<file path="config.mk">
export PLATFORM = sky130hd
export DESIGN_NAME = axa_undo_buffer
export DESIGN_NICKNAME = d
export VERILOG_FILES = /design/src/rtl/axa_pkg.sv /design/src/rtl/axa_undo_ram.sv /design/src/rtl/axa_undo_buffer.sv
export SDC_FILE = /design/constraint.sdc
export NUM_CORES = 1
export LEC_CHECK = 0
export BUFFER_PORTS_ARGS = -buffer_cell sky130_fd_sc_hd__buf_2
export CAP_MARGIN = 40
export CORE_UTILIZATION = 62
export CTS_BUF_LIST = sky130_fd_sc_hd__clkbuf_8 sky130_fd_sc_hd__clkbuf_16
export CTS_CLUSTER_SIZE = 10
export DETAILED_ROUTE_END_ITERATION = 10
export GPL_ROUTABILITY_DRIVEN = 0
export HOLD_SLACK_MARGIN = 0.08
export PLACE_DENSITY = 0.84
export SETUP_SLACK_MARGIN = 0.15
export SLEW_MARGIN = 20
export SYNTH_ARGS = -nofsm -noshare
export SYNTH_HDL_FRONTEND = slang
export SYNTH_SLANG_ARGS = --single-unit
</file>
<file path="constraint.sdc">
create_clock -name clk -period 7.2 [get_ports clk]
set_input_delay 0.72 -clock clk [delete_from_list [all_inputs] [get_ports clk]]
set_output_delay 0.72 -clock clk [all_outputs]
set_load 0.005 [all_outputs]
</file>
<file path="src/rtl/axa_pkg.sv">
// Shared AXA pipeline constants: undo-stack word/depth sizing and IL operand type encodings.
package axa_pkg;

   localparam int WORD  = 16;
   localparam int UPTR  = 4;
   localparam int USIZE = 16;

   typedef enum logic [1:0] {
      ILTypeReg = 2'b00,
      ILTypeImm = 2'b01,
      ILTypeMem = 2'b10,
      ILTypeUnd = 2'b11
   } il_type_e;

   typedef enum logic {
      SCRUB = 1'b0,
      IDLE  = 1'b1
   } und_state_e;

endpackage

</file>
<file path="src/rtl/axa_undo_ram.sv">
// Undo-stack register array: one write port shared by push and scrub, two asynchronous read ports.
module axa_undo_ram
   import axa_pkg::*;
#(
   parameter int WIDTH = WORD,
   parameter int DEPTH = USIZE,
   parameter int PTRW  = UPTR
) (
   input  logic             clk,
   input  logic             we,
   input  logic [PTRW-1:0]  waddr,
   input  logic [WIDTH-1:0] wdata,
   input  logic [PTRW-1:0]  raddr_a,
   output logic [WIDTH-1:0] rdata_a,
   input  logic [PTRW-1:0]  raddr_b,
   output logic [WIDTH-1:0] rdata_b
);

   logic [WIDTH-1:0] mem [DEPTH];

   // NOTE: no reset on the array; the scrub pass zeroes it, keeping it a plain register file.
   always_ff @(posedge clk) begin
      if (we) mem[waddr] <= wdata;
   end

   assign rdata_a = mem[raddr_a];
   assign rdata_b = mem[raddr_b];

endmodule

</file>
<file path="src/rtl/axa_undo_buffer.sv">
// Circular undo-stack responder: push/pop/peek on a wrapping ring, scrubbed on reset and flush.
module axa_undo_buffer
   import axa_pkg::*;
#(
   parameter int WIDTH = WORD,
   parameter int DEPTH = USIZE,
   parameter int PTRW  = UPTR
) (
   input  logic             clk,
   input  logic             reset,
   input  logic             push,
   input  logic [WIDTH-1:0] push_data,
   input  logic             pop,
   output logic [WIDTH-1:0] pop_data,
   output logic             pop_valid,
   input  logic             peek,
   input  logic [PTRW-1:0]  peek_off,
   output logic [WIDTH-1:0] peek_data,
   output logic             peek_valid,
   input  logic             flush,
   output logic             busy,
   output logic [PTRW:0]    count,
   output logic             lost,
   output logic             underflow
);

   localparam logic [PTRW:0]   FULL     = (PTRW+1)'(DEPTH);
   localparam logic [PTRW-1:0] LAST_IDX = PTRW'(DEPTH - 1);

   und_state_e       state_q, state_d;
   logic [PTRW-1:0]  sp_q, sp_d, idx_q, idx_d;
   logic [PTRW:0]    cnt_q, cnt_d;
   logic             lost_d;
   logic [WIDTH-1:0] pop_data_d, peek_data_d;
   logic             pop_valid_d, peek_valid_d, underflow_d;

   logic             we;
   logic [PTRW-1:0]  waddr, sp_m1, peek_addr;
   logic [WIDTH-1:0] wdata, rdata_a, rdata_b;
   logic             empty, full;

   assign sp_m1     = sp_q - 1'b1;
   assign peek_addr = sp_m1 - peek_off;
   assign empty     = (cnt_q == '0);
   assign full      = (cnt_q == FULL);

   axa_undo_ram #(.WIDTH(WIDTH), .DEPTH(DEPTH), .PTRW(PTRW)) u_ram (
      .clk     (clk),
      .we      (we),
      .waddr   (waddr),
      .wdata   (wdata),
      .raddr_a (sp_m1),
      .rdata_a (rdata_a),
      .raddr_b (peek_addr),
      .rdata_b (rdata_b)
   );

   // NOTE: every output of this block is defaulted first so no path leaves a latch behind.
   always_comb begin
      state_d      = state_q;
      idx_d        = idx_q;
      sp_d         = sp_q;
      cnt_d        = cnt_q;
      lost_d       = lost;
      pop_data_d   = pop_data;
      peek_data_d  = peek_data;
      pop_valid_d  = 1'b0;
      peek_valid_d = 1'b0;
      underflow_d  = 1'b0;
      we           = 1'b0;
      waddr        = sp_q;
      wdata        = push_data;

      case (state_q)
         SCRUB: begin
            we    = 1'b1;
            waddr = idx_q;
            wdata = '0;
            idx_d = idx_q + 1'b1;
            if (idx_q == LAST_IDX) state_d = IDLE;
         end

         IDLE: begin
            if (flush) begin
               sp_d    = '0;
               cnt_d   = '0;
               lost_d  = 1'b0;
               idx_d   = '0;
               state_d = SCRUB;
            end else begin
               if (pop) begin
                  pop_valid_d = 1'b1;
                  if (empty) begin
                     pop_data_d  = '0;
                     underflow_d = 1'b1;
                  end else begin
                     pop_data_d = rdata_a;
                  end
               end

               // A combined push/pop on a non-empty stack replaces the top in place.
               if (push && pop && !empty) begin
                  we    = 1'b1;
                  waddr = sp_m1;
               end else if (push) begin
                  we   = 1'b1;
                  sp_d = sp_q + 1'b1;
                  if (full) lost_d = 1'b1;
                  else      cnt_d  = cnt_q + 1'b1;
               end else if (pop && !empty) begin
                  sp_d  = sp_m1;
                  cnt_d = cnt_q - 1'b1;
               end

               if (peek) begin
                  peek_valid_d = 1'b1;
                  if ({1'b0, peek_off} < cnt_q) begin
                     peek_data_d = rdata_b;
                  end else begin
                     peek_data_d = '0;
                     underflow_d = 1'b1;
                  end
               end
            end
         end

         default: state_d = SCRUB;
      endcase
   end

   // NOTE: sequential state uses non-blocking assignment so all registers sample pre-edge values.
   always_ff @(posedge clk) begin
      if (reset) begin
         state_q    <= SCRUB;
         idx_q      <= '0;
         sp_q       <= '0;
         cnt_q      <= '0;
         lost       <= 1'b0;
         pop_data   <= '0;
         pop_valid  <= 1'b0;
         peek_data  <= '0;
         peek_valid <= 1'b0;
         underflow  <= 1'b0;
      end else begin
         state_q    <= state_d;
         idx_q      <= idx_d;
         sp_q       <= sp_d;
         cnt_q      <= cnt_d;
         lost       <= lost_d;
         pop_data   <= pop_data_d;
         pop_valid  <= pop_valid_d;
         peek_data  <= peek_data_d;
         peek_valid <= peek_valid_d;
         underflow  <= underflow_d;
      end
   end

   assign busy  = (state_q == SCRUB);
   assign count = cnt_q;

endmodule

</file>
==> results of run 1 <==
sequential cells by signal (all words and copies together) (netlist names):
register	cells
u_ram.mem	256
peek_data	16
pop_data	16
count	5
idx_q	4
sp_q	4
lost	1
peek_valid	1
pop_valid	1
state_q	1
underflow	1
cell usage after synthesis (2+ instances only):
master / n
a211o_1: 2
a211oi_1: 4
a21o_1: 2
a21oi_1: 18
a22o_1: 16
a31o_2: 2
a31oi_1: 3
a32o_1: 17
and2_1: 16
buf_1: 9
buf_2: 13
buf_6: 7
clkbuf_1: 26
dfxtp_1: 50
edfxtp_1: 256
fa_1: 2
ha_1: 12
inv_1: 15
mux2i_1: 18
mux4_1: 4
mux4_2: 140
nand2_1: 65
nand2b_1: 4
nand3_1: 20
nor2_1: 17
nor2b_1: 3
nor3_1: 15
o2111ai_1: 2
o211ai_1: 4
o21a_1: 3
o21ai_0: 8
o31ai_1: 2
or2_2: 2
or4_1: 3
xnor2_1: 8
xor2_1: 3
worst max-delay path by stage:
| stage | to | slack, ps | cells past startpoint |
|---|---|---|---|
| CTS | peek_data[3]$_SDFFE_PP0P_ | 2830 | 12 |
| finish | peek_data[3]$_SDFFE_PP0P_ | 3050 | 13 |
| floorplan | peek_data[13]$_SDFFE_PP0P_ | 3100 | 15 |
| global placement | peek_data[7]$_SDFFE_PP0P_ | 3110 | 11 |
| detailed placement | peek_data[9]$_SDFFE_PP0P_ | 2950 | 12 |
| global route | peek_data[3]$_SDFFE_PP0P_ | 2870 | 13 |
cells by family after synthesis:
group / share of synthesized area
AND/OR/NAND/NOR: 0.0536
multiplexers: 0.241
AO/OA/AOI/OAI: 0.0514
adder cells (fa/ha/maj): 0.0133
buffers and inverters: 0.0234
XOR/XNOR: 0.0106
flip-flops: 0.607
stage by stage:
step	power [W]	hold slack, ps	setup WS [ps]	instances
2_1_floorplan	0.00211	466	3100	818
3_3_place_gp	0.00218	452	3110	1145
3_5_place_dp	0.00219	458	2950	1149
4_1_cts	0.00378	471	2830	1212
5_1_grt	0.00386	489	2870	1215
6_report	0.00378	464	3050	1215
routing by layer:
layer | wire length, um | up-vias | part of all wire | global-route usage
met5 | 0 | - | 0 | 0
met4 | 1610 | 0 | 0.044 | 0.160
met3 | 4050 | 124 | 0.11 | 0.0696
met2 | 18000 | 683 | 0.49 | 0.524
met1 | 12700 | 4442 | 0.35 | 0.416
li1 | - | 3567 | - | -
area by class of cell:
| class | instances | area [um^2] |
|---|---|---|
| inverters | 16 | 60.1 |
| well taps | 285 | 357 |
| multi-input cells | 441 | 5410 |
| fillers | 1299 | 6380 |
| clock buffers | 38 | 940 |
| flip-flops and latches | 306 | 8690 |
| repair buffers | 104 | 702 |
| clock inverters | 25 | 104 |
report_power, final:
group          internal, W  switching, W  total (W)
Combinational    0.0000851      0.000123   0.000208
Clock             0.000933      0.000683    0.00162
Sequential         0.00193     0.0000173    0.00195
worst max-delay path, stage by stage, from the launching register on:
cell and delay (ps):
dfxtp_4 600, inv_1 180, ha_2 270, xnor2_2 130, buf_4 430, inv_1 110
ha_1 420, xnor2_2 140, buf_4 260, buf_16 280, mux4_2 560, mux2i_1 230
nand2_1 100, a32o_1 270
cell usage in the layout (no fill, tap or decap), types with 3 or more instances in the layout:
cell type	count
a211oi_1	4
a21oi_1	16
a22o_1	16
a31oi_1	3
a32o_1	17
and2_1	16
buf_16	3
buf_2	67
buf_4	30
clkbuf_16	37
dfxtp_1	49
edfxtp_1	256
ha_1	10
inv_1	38
mux2i_1	18
mux4_1	4
mux4_2	140
nand2_1	65
nand2b_1	4
nand3_1	20
nor2_1	9
nor2_2	8
nor2b_1	3
nor3_1	6
nor3_2	10
o211ai_1	4
o21a_1	3
o21ai_0	8
or4_1	3
xnor2_1	5
xnor2_2	4
xor2_1	3
==> results.md, run 1 <==
- Outcome: finished clean
- Cell area after layout: roughly 16000 um^2
- Worst slew margin: 0.405
- R2r worst-path depth: 13
- Clk slew on worst S/H paths: around 60 ps
- First-pass GRT wire length: 54900 um
- Fin crit period: 4150 ps
- Cells after Synth: slightly above 800
- Fmax: ~240 MHz
- EDFF count, synth: roughly 260
- Hold Violations, Final: 0
- Antenna Cells: 0
- Via total after detailed routing: 8816
- Htree depth: 2
- Crit Path Category: flop to flop
- Largest net degree at the start of global routing: 55
- Detailed-route DRC error count: 0
- Hold Path End: peek_data[14]$_SDFFE_PP0P_
- Antenna violations before repair: 0
- Clock sinks: between 300 and 400
- Tightest Hold Check Type: flop to flop
- Worst vdd ir: about 230 uV
- Starting density of the core: 0.632
- Yosys cell types: 63
- Unrepaired setup endpoints after global routing: no
- Iter 0 DRT Violations: between 1000 and 1500
- Root Driver: clkbuf_16
- Post-DRT Antenna Nets: 0
- Skew-Pair Late Insertion Delay: roughly 510 ps
- Setup-failing EPs final: 0
- Final nets: 945
- Total gr overflow: 0
- Worst Setup End Kind: flop
- Power Dens Cells: ~230 nW/um^2
- Slew at the pin closest to its max-slew limit: around 890 ps
- Crit path arrival time: approximately 4600 ps
- Hold-fix buffers at CTS: 0
- Drt total wl: approximately 36000 um
- Area grow syn2layout: 13.6%
- CTS buffer count: 36
- Vias in the first global route: between 8000 and 9000
- DIE AREA: about 24000 um^2
- Fraction of layout cells with a size suffix above 1: 0.349
- Post-CTS setup buffer count: 0
- DR pass1 iterations: 7
- Die width: between 150 and 200 um
- Die H: ~150 um
- All-Layer GR Usage: 0.322
- Setup TNS: 0 ps
- Utilization after layout: 0.718
- Yosys top cell by area: edfxtp_1
- Synth Register Bits: between 300 and 400
- HPWL Detailed: ~21000 um
- Synthesized area: approximately 14000 um^2
- Ports: 68
- Std-Cell Rows: 55
- Synthesized Nets: between 800 and 900
- Yosys top cell area share: 0.537
- Period utilisation layout: 0.577
- Synth warnings: 0
- Worst R2R Setup Slack: about 3000 ps
- PortBufs: 67
- Pleak: between 5 and 6 nW
- Setup crit start kind: flop
- Top fanout value on the critical path: 39
- Post-synthesis sequential area ratio: 0.607
- Max Cap Violations: 0
- CTS tree: built
- Reg-to-reg critical path endpoint: peek_data[3]$_SDFFE_PP0P_
- WL per Instance: 29.9 um
- Core area: 22600 um^2
- Placed cell area: approximately 15000 um^2
- Clk buf depth: 3
- Via density per instance: around 7.3
- Reg2reg start: sp_q[0]$_SDFFE_PP0P_
- Ys async rst share: 0
- Critical Path Start: sp_q[0]$_SDFFE_PP0P_
- Hold path depth: 1
- HP Start: peek_data[14]$_SDFFE_PP0P_
- Area contributors post-synth: edfxtp_1 54%, mux4_2 22%, dfxtp_1 7.0%, nand2_1 1.7%, mux2i_1 1.3%
- Final Max Slew Viols: 0
- Clock Skew: roughly 12 ps
- Resized Gates After CTS: 0
- Syn avg cell area: ~18 um^2
- Worst EP required: roughly 7600 ps
- Post-synth top flop: edfxtp_1
Power figures use the tool's default switching activity.
==> run 2: changes to the inputs <==
- ABC_AREA: not set -> 1
- clock period: 7.2 -> 4.26 ns (I/O delays scaled with it)
==> run 2 against run 1 <==
Combinational power is 97% higher. Worst hold slack lost 130 ps. First-iteration DRC count is 120% higher. Cell count is 82% higher. Power is 70% higher. Utilization down 1.3 points. Worst setup slack worse by 2300 ps. Cell area grew 5.4%. Global-route usage increased by 5.5 points. Clock skew fell by 1.4 ps. Register-to-register slack worse by 2300 ps. Fmax rose by 18%.
==> results.md, run 2 <==
- Fin crit period: 3520 ps (-631 ps)
- Syn avg cell area: 8.39 um^2 (-52%)
- CTS tree: built
- Total gr overflow: 0 (unchanged)
- Die H: 160 um (+3.7%)
- Synthesized Nets: 1876 (+120%)
- Crit path arrival time: 3970 ps (-580 ps)
- Largest stage delay on the critical path: 790 ps (+190 ps)
- Final Max Slew Viols: 0 (unchanged)
- Cells after Synth: 1836 (+120%)
- Resized Gates After CTS: 0 (unchanged)
- PortBufs: 67 (unchanged)
- Clk buf depth: 3 (unchanged)
- Fraction of layout cells with a size suffix above 1: 0.102 (-0.247)
- Top-count cell post-synth: nand2_1
- Fillers: 1755 (+35%)
- CP delay by family, top: buffers and inverters
- Worst Setup End Kind: flop
- Max Cap Violations: 0 (unchanged)
- Commonest non-fill, non-tap cells in the layout: 770 x nand2_1, 431 x nand3_1, 256 x edfxtp_1
- Antenna violations before repair: 3 (+3)
- Worst R2R Setup Slack: 740 ps (-2310 ps)
- Vias in the first global route: 13600 (+53%)
- Via density per instance: 6.45 (-11%)
- Yosys cell types: 30 (-52%)
- Hold-fix buffers at CTS: 0 (unchanged)
- Post-synth top cells: 770 x nand2_1, 431 x nand3_1, 256 x edfxtp_1, 50 x dfxtp_1, 49 x buf_2
- Fmax: 284 MHz (+18%)
- Synth Register Bits: 306 (unchanged)
- Most common cell after layout, fill and taps aside: nand2_1
- Utilization after layout: 0.705 (-0.0132)
- Worst slew margin: 0.394 (-0.0105)
- Std-Cell Rows: 57 (+3.6%)
- EDFF count, synth: 256 (unchanged)
- Cell chain of the critical path: buf_4, ha_4, buf_4, buf_4, nand2_1, nand3_1, nand2_1, nand2_1, nand2_1, nand3_1, nand3_1, a21oi_1
- Yosys top cell by area: edfxtp_1
- Via total after detailed routing: 14300 (+62%)
- Synth warnings: 0 (unchanged)
- Top fanout value on the critical path: 78 (+100%)
- Area of the multi-input gates: 6090 um^2 (+13%)
- Crit Path Category: flop to flop
- Setup TNS: 0 ps (unchanged)
- Power Dens Cells: 374 nW/um^2 (+61%)
- Largest net degree at the start of global routing: 81 (+47%)
- Buf+Inv Stages, Crit Path: 3 (-2)
- DIE AREA: 25500 um^2 (+7.5%)
- FF+latch area: 8690 um^2 (unchanged)
- Pleak: 7.17 nW (+33%)
- HPWL Detailed: 27700 um (+33%)
- Post-DRT Antenna Nets: 0 (unchanged)
- Htree depth: 2 (unchanged)
- Starting density of the core: 0.633 (+0.000995)
- Detailed-route DRC error count: 0 (unchanged)
- First-pass GRT wire length: 73600 um (+34%)
- Slew at the pin closest to its max-slew limit: 909 ps (+16.7 ps)
- Final nets: 1906 (+100%)
- Worst vdd ir: 266 uV (+15%)
- Hold Violations, Final: 0 (unchanged)
- Area contributors post-synth: edfxtp_1 50%, nand2_1 19%, nand3_1 14%, dfxtp_1 6.5%, buf_2 1.6%
- Drt total wl: 47900 um (+32%)
- Ports: 68 (unchanged)
- Ys async rst share: 0 (unchanged)
- All-Layer GR Usage: 0.377 (+0.0550)
- Iter 0 DRT Violations: 2660 (+120%)
- Yosys top cell area share: 0.499 (-0.0379)
- Max reg flops: 256 (unchanged)
- Cell repeated most along the worst path: nand2_1
- Most flop-heavy register: u_ram.mem
- Clock sinks: 306 (unchanged)
- Synthesized area: 15400 um^2 (+7.6%)
- WL per Instance: 21.6 um (-28%)
- Setup-failing EPs final: 0 (unchanged)
- Area grow syn2layout: 11.3%
- Outcome: finished clean
- Period utilisation layout: 0.826 (+0.250)
- Die width: 160 um (+3.7%)
- Post-CTS setup buffer count: 0 (unchanged)
- Clock Skew: 10.3 ps (-1.41 ps)
- Post-synthesis sequential area ratio: 0.564 (-0.0428)
- Core area: 24300 um^2 (+7.4%)
- Clk slew on worst S/H paths: 60 ps (about the same)
- Skew-Pair Late Insertion Delay: 520 ps (about the same)
- Slowest cell on crit path: buf_4
- CTS buffer count: 36 (unchanged)
- Antenna Cells: 0 (unchanged)
- Worst EP required: 4710 ps (-2890 ps)
- DR pass1 iterations: 7 (unchanged)
- Tightest Hold Check Type: input port to flop
- Root Driver: clkbuf_16
- Largest regs: u_ram.mem (256), peek_data (16), pop_data (16)
- Unrepaired setup endpoints after global routing: no
- Post-synth top flop: edfxtp_1
- Setup crit start kind: flop
run 2: worst min-delay path, delay by kind of cell:
kind	cells	cell delay, ps
buffers and inverters	1	180
AOI/OAI and AO/OA	1	60
and+or+nand+nor	2	150
run 2: cells by family (layout without fill, tap and decap cells):
family                   count (synthesis)  after routing  synth area share
buffers and inverters                  169            222            0.0457
AO/OA/AOI/OAI                           77             77            0.0265
adder cells (fa/ha/maj)                 14             14            0.0123
flip-flops                             306            306             0.564
AND/OR/NAND/NOR                       1266           1266             0.349
XOR/XNOR                                 4              4           0.00276
run 2: path summary, 6_finish.rpt:
| kind | start | depth (start not counted) | to |
|---|---|---|---|
| max reg2reg | sp_q[0]$_SDFFE_PP0P_ | 12 | peek_data[4]$_SDFFE_PP0P_ |
| max | sp_q[0]$_SDFFE_PP0P_ | 12 | peek_data[4]$_SDFFE_PP0P_ |
| min reg2reg | lost$_SDFFE_PP0P_ | 2 | lost$_SDFFE_PP0P_ |
| min | flush | 4 | idx_q[2]$_SDFFE_PP0P_ |
run 2: area by class of cell:
class                           count  share of cell area
Sequential cell                   306               0.507
Multi-Input combinational cell   1361               0.355
Clock buffer                       38              0.0548
Timing Repair Buffer              107              0.0422
Tap cell                          324              0.0236
Inverter                           54              0.0120
Clock inverter                     23             0.00504
run 2: per-layer routing:
layer  track usage  part of all wire  vias up
li1              -                 -     6247
met1         0.477              0.34     6437
met2         0.569              0.44     1325
met3         0.117              0.16      265
met4         0.233             0.058        6
met5             0           0.00086        -
run 2: per-stage QoR:
step / hold WS (ps) / instances / setup WS [ps] / instance area [um^2] / power, W
final: 334 / 2213 / 740 / 17100 / 0.00641
after global routing: 360 / 2213 / 648 / 17100 / 0.00659
after CTS: 333 / 2209 / 818 / 17100 / 0.00639
after detailed placement: 441 / 2148 / 884 / 16000 / 0.00374
after global placement: 433 / 2146 / 997 / 16000 / 0.00372
after floorplan: 436 / 1836 / 1150 / 15400 / 0.00361
run 2: report_power, final:
part	switching, W	internal, W
logic	0.000295	0.000114
registers	0.0000249	0.00326
clock network	0.00115	0.00157
